[config.mk]
export PLATFORM = sky130hd
export DESIGN_NAME = datapath_param
export DESIGN_NICKNAME = d
export VERILOG_FILES = /design/src/rtl/datapath_param.sv
export SDC_FILE = /design/constraint.sdc
export NUM_CORES = 1
export LEC_CHECK = 0
export BUFFER_PORTS_ARGS = -buffer_cell sky130_fd_sc_hd__buf_2
export CAP_MARGIN = 20
export CORE_UTILIZATION = 35
export DETAILED_ROUTE_END_ITERATION = 8
export GPL_TIMING_DRIVEN = 1
export PLACE_DENSITY = 0.58
export SLEW_MARGIN = 30
export SYNTH_ARGS = -nofsm -noshare
export SYNTH_HDL_FRONTEND = slang
export SYNTH_SLANG_ARGS = --single-unit
[constraint.sdc]
create_clock -name clk -period 6 [get_ports clk]
set_input_delay 0.3 -clock clk [delete_from_list [all_inputs] [get_ports clk]]
set_output_delay 0.3 -clock clk [all_outputs]
set_load 0.01 [all_outputs]
[src/rtl/datapath_param.sv]
// Parametrised datapath: A/B/R registers, ALU with carry/zero, scratch memory, registered bus.
// Executes one instruction per valid edge; memory is read combinationally so a load sees the prior edge's store.
module datapath_param #(
    parameter int DW = 4,
    parameter int AW = 4,
    localparam int IW = DW + 4
) (
    input  logic          clk,
    input  logic          grst,
    input  logic          instr_valid,
    input  logic [IW-1:0] instr,
    output logic [DW-1:0] bus,
    output logic          carry,
    output logic          zero
);

    logic          m;
    logic          w;
    logic [1:0]    sel;
    logic [DW-1:0] field;
    logic [3:0]    op;
    logic [AW-1:0] addr;

    assign m     = instr[IW-1];
    assign sel   = instr[IW-2:IW-3];
    assign w     = instr[IW-4];
    assign field = instr[DW-1:0];
    assign op    = field[3:0];
    assign addr  = field[AW-1:0];

    logic [DW-1:0] a, b, r;
    logic [DW-1:0] mem [0:(2**AW)-1];
    logic [DW-1:0] mem_rd;
    logic [DW-1:0] src;

    assign mem_rd = mem[addr];

    always_comb begin
        case (sel)
            2'b01:   src = a;
            2'b10:   src = b;
            default: src = r;
        endcase
    end

    logic [DW:0]   sum;
    logic [DW-1:0] alu_r;
    logic          alu_c;
    logic          alu_en;

    // ADD and ADC share one DW+1-bit adder; only ADC folds in the old carry.
    always_comb begin
        sum    = {1'b0, a} + {1'b0, b} + ((op == 4'hB) ? (DW+1)'(carry) : '0);
        alu_r  = '0;
        alu_c  = 1'b0;
        alu_en = 1'b0;
        case (op)
            4'h1, 4'hB: begin alu_r = sum[DW-1:0]; alu_c = sum[DW]; alu_en = 1'b1; end
            4'h2: begin alu_r = a - b;  alu_c = (a < b); alu_en = 1'b1; end
            4'h3: begin alu_r = a & b;  alu_en = 1'b1; end
            4'h4: begin alu_r = a | b;  alu_en = 1'b1; end
            4'h5: begin alu_r = a ^ b;  alu_en = 1'b1; end
            4'hC: begin alu_r = {a[DW-2:0], 1'b0}; alu_c = a[DW-1]; alu_en = 1'b1; end
            4'hD: begin alu_r = {1'b0, a[DW-1:1]}; alu_c = a[0];    alu_en = 1'b1; end
            default: ;
        endcase
    end

    always_ff @(posedge clk or posedge grst) begin
        if (grst) begin
            a     <= '0;
            b     <= '0;
            r     <= '0;
            bus   <= '0;
            carry <= 1'b0;
            zero  <= 1'b0;
        end else if (instr_valid) begin
            if (!m) begin
                if (sel != 2'b00) begin
                    case (sel)
                        2'b01:   a <= field;
                        2'b10:   b <= field;
                        default: r <= field;
                    endcase
                end else begin
                    if (alu_en) begin
                        r     <= alu_r;
                        carry <= alu_c;
                        zero  <= (alu_r == '0);
                    end
                    case (op)
                        4'h6:    a   <= r;
                        4'h7:    b   <= r;
                        4'h8:    bus <= a;
                        4'h9:    bus <= b;
                        4'hA:    bus <= r;
                        default: ;
                    endcase
                end
            end else if (!w) begin
                case (sel)
                    2'b01:   a <= mem_rd;
                    2'b10:   b <= mem_rd;
                    2'b11:   r <= mem_rd;
                    default: ;
                endcase
            end
        end
    end

    // Memory has no reset so its contents survive grst; writes are suppressed while grst is high.
    always_ff @(posedge clk) begin
        if (instr_valid && !grst && m && w && (sel != 2'b00))
            mem[addr] <= src;
    end

endmodule

; Word level (Yosys, flattened, before mapping)
; Memories as Yosys holds them, arrays and structs flattened.
; Cells that the tools add are included.
[totals]
mem_bits_rw = 64
ff_bits = 18
output_inout_bits = 6
n_memories = 1
in_bits = 11
wordCells = 84
[classes]
addsub = 3
n_reduce_logical = 19
n_mux = 26
magnitude_cmp = 1
eq_ne = 23
n_bitwise = 5
[memory_table]
columns = memory, depth, word_bits, read_ports, rd_clocked_by_memory_dff, wr, line
row1 = mem, 16, 4, 1, 0, 1, 32  ; logic [DW-1:0] mem [0:(2**AW)-1];
[op_table]
columns = op, count
row1 = $mux 4, 18
row2 = $pmux 4 s7, 1
row3 = $eq 4x4->1 const B, 6
row4 = $eq 4x3->1 const B, 4
row5 = $reduce_and 5->1, 3
row6 = $pmux 4 s3, 1
row7 = $reduce_bool 3->1, 4
row8 = $ne 2x1->1 const B, 5
row9 = $eq 4x2->1 const B, 2
row10 = $pmux 4 s2, 1
row11 = $reduce_and 4->1, 2
row12 = $reduce_or 8->1, 1
row13 = $add 4x4->5, 1
row14 = $add 5x1->5, 1
row15 = $and 4x4->4, 1
row16 = $eq 2x2->1 const B, 2
row17 = $eq 4x1->1 const B, 1
row18 = $logic_and 1x1->1, 4
row19 = $logic_not 4->1, 1
row20 = $lt 4x4->1, 1
row21 = $mux 1, 4
row22 = $or 4x4->4, 1
row23 = $pmux 1 s4, 1
row24 = $reduce_or 2->1, 2
row25 = other kinds (8), 9

; Depth between registers and ports, before layout
; Gate-level depths: netlist (run 1).
[depth]
ltp_word = 7
depth_mapped = 12
mapped_depth_nobuf = 10

; Least setup slack after synthesis (run 1)
; OpenSTA, ideal clock, no wires.
[synth_path]
path_kind = input to register
start = in instr[3]
end = reg r[2]
t_required_ns = 5.923
arrival_time_ns = 2.417
n_path_buf = 2
slack_ns = 3.505
setup_time_ns = 0.077
cell_stages = 11
cell_sequence = buf_4 > buf_2 > nor2b_1 > and3_1 > fa_1 > inv_1 > fa_1 > or4_1 > o211ai_1 > o21bai_1 > a21oi_1
[synth_via]
elab_chain_len = 7
word_cells_on_any_way = 22
classes_between = add/sub (1) / eq/ne (8) / mux (8) / reduce/logical (4) / memory (1)
[synth_lines]
columns = item, line
row1 = from (decl), 11  ; input logic [IW-1:0] instr,
row2 = $eq 4x4->1, "53, 57"
row3 = $mux 1, 53  ; sum = {1'b0, a} + {1'b0, b} + ((op == 4'hB) ? (DW+1)'(carry) : '0);
row4 = $add 5x1->5, 53
row5 = $pmux 4 s7, 57  ; case (op)
row6 = $mux 4, 86  ; if (alu_en) begin
row7 = $mux 4, 79  ; if (sel != 2'b00) begin
row8 = $mux 4, 78  ; if (!m) begin
row9 = to (signal assigned), 83  ; default: r <= field;
row10 = to (signal assigned), 87  ; r <= alu_r;
row11 = to (signal assigned), 104  ; 2'b11: r <= mem_rd;
row12 = to (decl), 31  ; logic [DW-1:0] a, b, r;
; Several ways; a longest one is shown, not always the timed one. The select of a mux whose other input is x is not followed.
; A chain may end at the register's enable or synchronous reset.

; Worst setup path in the final report (run 1)
[layout_path]
start = in instr[1]
end = reg r[1]
; Same word-level chain as after synthesis.

==> flow_summary.toml, run 1 <==
[die]
die_w_um = 116
fp.dieArea_um2 = 13600
core_area_um2 = 12700
start_util_pct = 36.0
pin_count = 17
core.rowCount = 41
die_y_um = 116

[global_route]
grt_overflow_total = 0
antenna_found_initial = 0
grt_pass1_wl_um = 17400
grt_pass1_vias = 3104
grt.total_usage_pct = 17.7
grt_max_degree = 51

[clock_network]
clkSlewWorstSetupHoldPaths_ns = 0.06
cts_sinks = 82
cts_setup_buffers = 0
cts_hold_buf = 0
clk_path_buf_depth = 2
root_buffer = "clkbuf_16"
cts_buffers = 9
cts.repair.resized = 0
cts-htree-levels = 3
cts_tree = "done"
insertion_delay_ns = 0.34

[timing]
tightest_slew_ns = 0.745
skew_ns = 0.00533
finalCritPeriodShare_pct = 46.2
layout_min_cycle_time_ns = 2.77
setup_viol = 0
max_slew_margin_pct = 50.3
slew_viol_final = 0
timing.final.ws_setup_ns = 3.23
rsz0062_at_grt = "false"
fin_setup_tns_ns = 0
fmax_mhz = 361
hold_viol_final = 0

[layout]
finish.instance_area_um2 = 5110
final_common_cell = "edfxtp_1"
final_core_util_pct = 40.2
nets = 420
fillers = 1244
final_layout_size_suffix_gt1_share_pct = 19.2
area_growth_pct = 11.5
final_cell_mix = "64 x edfxtp_1, 30 x nor2_1, 28 x nand2_1, 18 x dfrtp_1"
n_antenna_cell = 0

[detailed_routing]
drc_errors = 0
topRoutingLayerUsed = "met4"
met3_length_um = 601
wl_per_cell_um = 19.6
ant_nets = 0
drt_wl_total_um = 11100
vias_per_cell = 5.64
drt_iter0_markers = 271
drt_pre_antenna_iters = 6
wl_met1_um = 4820
num_vias = 3198
wl_met2_um = 5320

[power]
peakVddDrop_mv = 0.156
leakagePower_nw = 1.87
power_w = 0.00170
p_per_area_nw_per_um2 = 332

[place]
dp_slack_ns = 2.91
portBuffers = 16
gp_congestion = 0.851
dpl-instance-area_um2 = 4790
hpwl_um = 7880

[yosys]
synthesis.nets = 410
syn_area_um2 = 4590
ys_top_cells_by_area = "edfxtp_1 42%, dfrtp_1 9.8%, ha_1 4.4%"
synth.area.mux_share_pct = 12.0
synth_top_area_share_pct = 41.9
synth_top_family_by_area = "simple AND/OR/NAND/NOR gates"
synth-adder-area-share_pct = 5.68
yosys.cell_types.count = 69
synthXorXnorAreaFrac_pct = 0.191
synth_largest_area_cell = "edfxtp_1"
synth_simple_gate_area_share_pct = 13.6
synth_compound_area_share_pct = 12.4
synth_edf_count = 64
synth_seq_cells = 82
ys.flop_type = "edfxtp_1"
synthArstFlopShare_pct = 22.0
avgSynthCellArea_um2 = 12.1
netlist_instances = 380
ys_warn_count = 0
ys_seq_area_share_pct = 51.7

[run]
max_cap_viol_count = 0

[worst_setup_path]
setup.worst_path.start_class = "input pin"
crit_type = "in -> reg"
cp.required_ns = 6.23
crit_path_end_kind = "flip-flop"
cp_data_arrival_time_ns = 3.00
critical_path_peak_fanout = 50

[run_status]
status = "finished, final reports clean"

[worst_hold_path]
worstHoldPathType = "in -> async"
path summary, 6_finish.rpt:
check / slack (ns) / start / cells past startpoint / end
setup / recovery: 3.23 / instr[1] / 11 / r[1]$_DFFE_PP0P_
hold / removal: 0.08 / grst / 2 / r[0]$_DFFE_PP0P_
setup reg to reg: 3.41 / a[0]$_DFFE_PP0P_ / 8 / r[1]$_DFFE_PP0P_
hold reg to reg: 0.50 / zero$_DFFE_PP0P_ / 2 / zero$_DFFE_PP0P_
max in group asynchronous: 5.45 / grst / 2 / r[2]$_DFFE_PP0P_
min in group clk: 0.39 / instr_valid / 3 / bus[2]$_DFFE_PP0P_
routing by layer:
layer,GRT usage [%],vias up
li1,-,1469
met1,22.7,1588
met2,28.1,107
met3,3.94,34
met4,8.97,0
met5,0,-
power breakdown:
part / internal [W] / switching, W
clock network: 0.000368 / 0.000230
logic: 0.000151 / 0.000215
registers: 0.000673 / 0.0000611
total: 0.00119 / 0.000507
registers in the layout, summed over array words and instances, names as in the netlist:
name   count
carry      1
mem       64
zero       1
r          4
bus        4
a          4
b          4
cell type report:
| type | instances | area (um2) | area share [%] |
|---|---|---|---|
| clock buffers | 9 | 225 | 4.41 |
| clock inverters | 7 | 98.8 | 1.93 |
| inverters | 18 | 67.6 | 1.32 |
| multi-input cells | 258 | 2010 | 39.4 |
| flip-flops and latches | 82 | 2370 | 46.4 |
| well taps | 172 | 215 | 4.21 |
| repair buffers | 21 | 118 | 2.30 |
cells by family (layout without fill, tap and decap cells):
family,Yosys count,after routing
AO/OA/AOI/OAI,80,80
XOR/XNOR,1,1
adder cells (fa/ha/maj),19,19
buffers and inverters,40,55
flip-flops,82,82
multiplexers,39,39
AND/OR/NAND/NOR,119,119
cell usage after synthesis, types with 4 or more instances:
cell,n
nand2b_1,9
a21oi_1,17
nor4_1,4
edfxtp_1,64
dfrtp_1,18
o21ai_0,7
clkbuf_1,4
mux2_2,12
nand2_1,28
mux4_2,8
buf_4,5
nand3_1,9
buf_2,9
ha_1,16
mux2i_1,15
o22ai_1,9
nor2_1,30
a22oi_1,5
inv_1,16
o221ai_1,4
nor2b_1,10
worst max-delay path, stage by stage:
cell and delay [ns]:
buf_2 0.07, buf_4 0.51, and2_1 0.30, and3_1 0.21, fa_1 0.19, inv_1 0.06, fa_1 0.47, nor3_1 0.05
nor4_1 0.46, o21ai_0 0.15, o22a_1 0.20
per-stage QoR:
stage               instances  hold slack, ns
floorplan                 380           0.247
global placement          551           0.451
detailed placement        551           0.464
CTS                       567           0.102
global route              567           0.158
finish                    567          0.0795
(Power assumes the default switching activity.)
==> run 2, diff against run 1 <==
- clock period: 6 -> 2.9 ns (I/O delays scaled with it)
==> run 2 against run 1 <==
Critical path depth shrank 3. Sequential share of layout area shrank 0.15 points. Combinational power grew 120%. Clock skew shrank 0.0012 ns. Largest cell class unchanged.
==> flow_summary.toml, run 2 (synthesis results as in run 1) <==
[power]
p_seq_share_pct = 43.6
power_w = 0.00343
power_frac_clock_pct = 32.7
peakVddDrop_mv = 0.249
p_sw_w = 0.00105
p_comb_share_pct = 23.7
leakagePower_nw = 1.89
p_sw_share_pct = 30.7
p_int_w = 0.00238
p_per_area_nw_per_um2 = 670

[global_route]
grt_overflow_total = 0
grt_pass1_vias = 3179
grt_max_degree = 50
grt.total_usage_pct = 19.0
grt_pass1_wl_um = 18600
antenna_found_initial = 0

[worst_setup_path]
rr_startpoint = "a[0]$_DFFE_PP0P_"
slowest_stage = "dfrtp_1"
cp_common_cell = "inv_1"
critical_path_peak_fanout = 9
crit_path_end = "r[1]$_DFFE_PP0P_"
crit_type = "reg -> reg"
critPathMaxStageDelay_ns = 0.58
reg2reg_to = "r[1]$_DFFE_PP0P_"
setup.worst_path.start_class = "flip-flop"
cp.required_ns = 3.12
crit_path_end_kind = "flip-flop"
reg2reg_slack_ns = 0.40
crit_path_start = "a[0]$_DFFE_PP0P_"
cp_cell_sequence = "inv_1 -> ha_1 -> inv_1 -> fa_1 -> a22o_1 -> nor4_1 -> o21ai_0 -> o22a_1"
worstRegToRegCells = 8
cp_data_arrival_time_ns = 2.73

[detailed_routing]
drt_pre_antenna_iters = 5
num_vias = 3269
met3_length_um = 686
wl_met1_um = 5350
vias_per_cell = 5.71
wl_per_cell_um = 21.0
drt_iter0_markers = 236
wl_met2_um = 5810
ant_nets = 0
drc_errors = 0
drt_wl_total_um = 12000
topRoutingLayerUsed = "met4"

[place]
hpwl_um = 8270
gp_congestion = 0.903
portBuffers = 16

[timing]
tightest_slew_ns = 0.727
fin_setup_tns_ns = 0
fmax_mhz = 399
setup_viol = 0
hold_viol_final = 0
rsz0062_at_grt = "false"
finalCritPeriodShare_pct = 86.4
max_slew_margin_pct = 51.5
slew_viol_final = 0
layout_min_cycle_time_ns = 2.50
skew_ns = 0.00412

[layout]
fillers = 1230
largest_register_ffs = 64
final_cell_mix = "64 x edfxtp_1, 30 x nor2_1, 28 x nand2_1, 18 x dfrtp_1"
nets = 427
final_layout_size_suffix_gt1_share_pct = 19.7
area_growth_pct = 11.8
multi_input_area_um2 = 2010
register_area_um2 = 2370
final_common_cell = "edfxtp_1"
top_register = "mem"
n_antenna_cell = 0

[clock_network]
root_buffer = "clkbuf_16"
cts-htree-levels = 3
cts_buffers = 9
cts_sinks = 82
cts.repair.resized = 0
insertion_delay_ns = 0.34
cts_tree = "done"
clk_path_buf_depth = 2
clkSlewWorstSetupHoldPaths_ns = 0.06

[die]
die_w_um = 116
pin_count = 17
die_y_um = 116
fp.dieArea_um2 = 13600
core_area_um2 = 12700
core.rowCount = 41
start_util_pct = 36.0

[worst_hold_path]
worstHoldPathType = "in -> reg"
hold_depth = 3

[run]
max_cap_viol_count = 0

[run_status]
status = "finished, final reports clean"
-- run 2: layout make-up --
cell class                 count  area share, %
clock buffer                  10           4.47
sequential                    82           46.3
clock inverter                 5           1.10
multi-input combinational    258           39.3
tap                          172           4.20
timing repair buffer          28           3.37
inverter                      18           1.32
-- run 2: per-stage QoR --
stage / area, um2 / utilization, % / worst slack, ns / std cells / hold slack [ns]
2_1_floorplan: 4590 / - / 0.560 / 380 / 0.0920
3_3_place_gp: 4830 / 38.0 / 0.525 / 557 / 0.265
3_5_place_dp: 4830 / 38.0 / 0.459 / 557 / 0.254
4_1_cts: 5130 / 40.3 / 0.435 / 573 / 0.249
5_1_grt: 5130 / 40.3 / 0.308 / 573 / 0.314
6_report: 5130 / 40.3 / 0.395 / 573 / 0.270
-- run 2: repair_timing --
action | CTS | global route
setup buffers | 0 | 0
hold endpoints to repair | 18 | 0
hold buffers | 1 | 0
-- run 2: layer usage --
metal	vias up	track usage, %
met5	-	0
met4	0	5.81
met3	18	4.15
met2	133	30.8
met1	1645	25.4
li1	1473	-
-- run 2: how the worst min path moves through the flow --
| stage | from | to | slack, ns |
|---|---|---|---|
| 5_1_grt | instr_valid | bus[2]$_DFFE_PP0P_ | 0.31 |
| 2_1_floorplan | grst | a[0]$_DFFE_PP0P_ | 0.09 |
| 3_5_place_dp | grst | a[3]$_DFFE_PP0P_ | 0.25 |
| 6_report | instr_valid | bus[2]$_DFFE_PP0P_ | 0.27 |
| 4_1_cts | instr_valid | bus[2]$_DFFE_PP0P_ | 0.25 |
| 3_3_place_gp | grst | bus[3]$_DFFE_PP0P_ | 0.27 |
-- run 2: power by group through the flow --
stage               combinational [W]  clock, W  sequential (W)
floorplan                    0.000533         0         0.00150
global placement             0.000796         0         0.00152
detailed placement           0.000794         0         0.00152
CTS                          0.000801   0.00113         0.00150
global route                 0.000897   0.00118         0.00151
finish                       0.000814   0.00112         0.00150
-- run 2: critical path, delay by kind of cell (launching register included) --
family,cells,cell delay [ns]
flip-flops,1,0.58
buffers and inverters,2,0.19
adder cells (fa/ha/maj),2,0.64
AND/OR/NAND/NOR,1,0.40
AO/OA/AOI/OAI,3,0.59
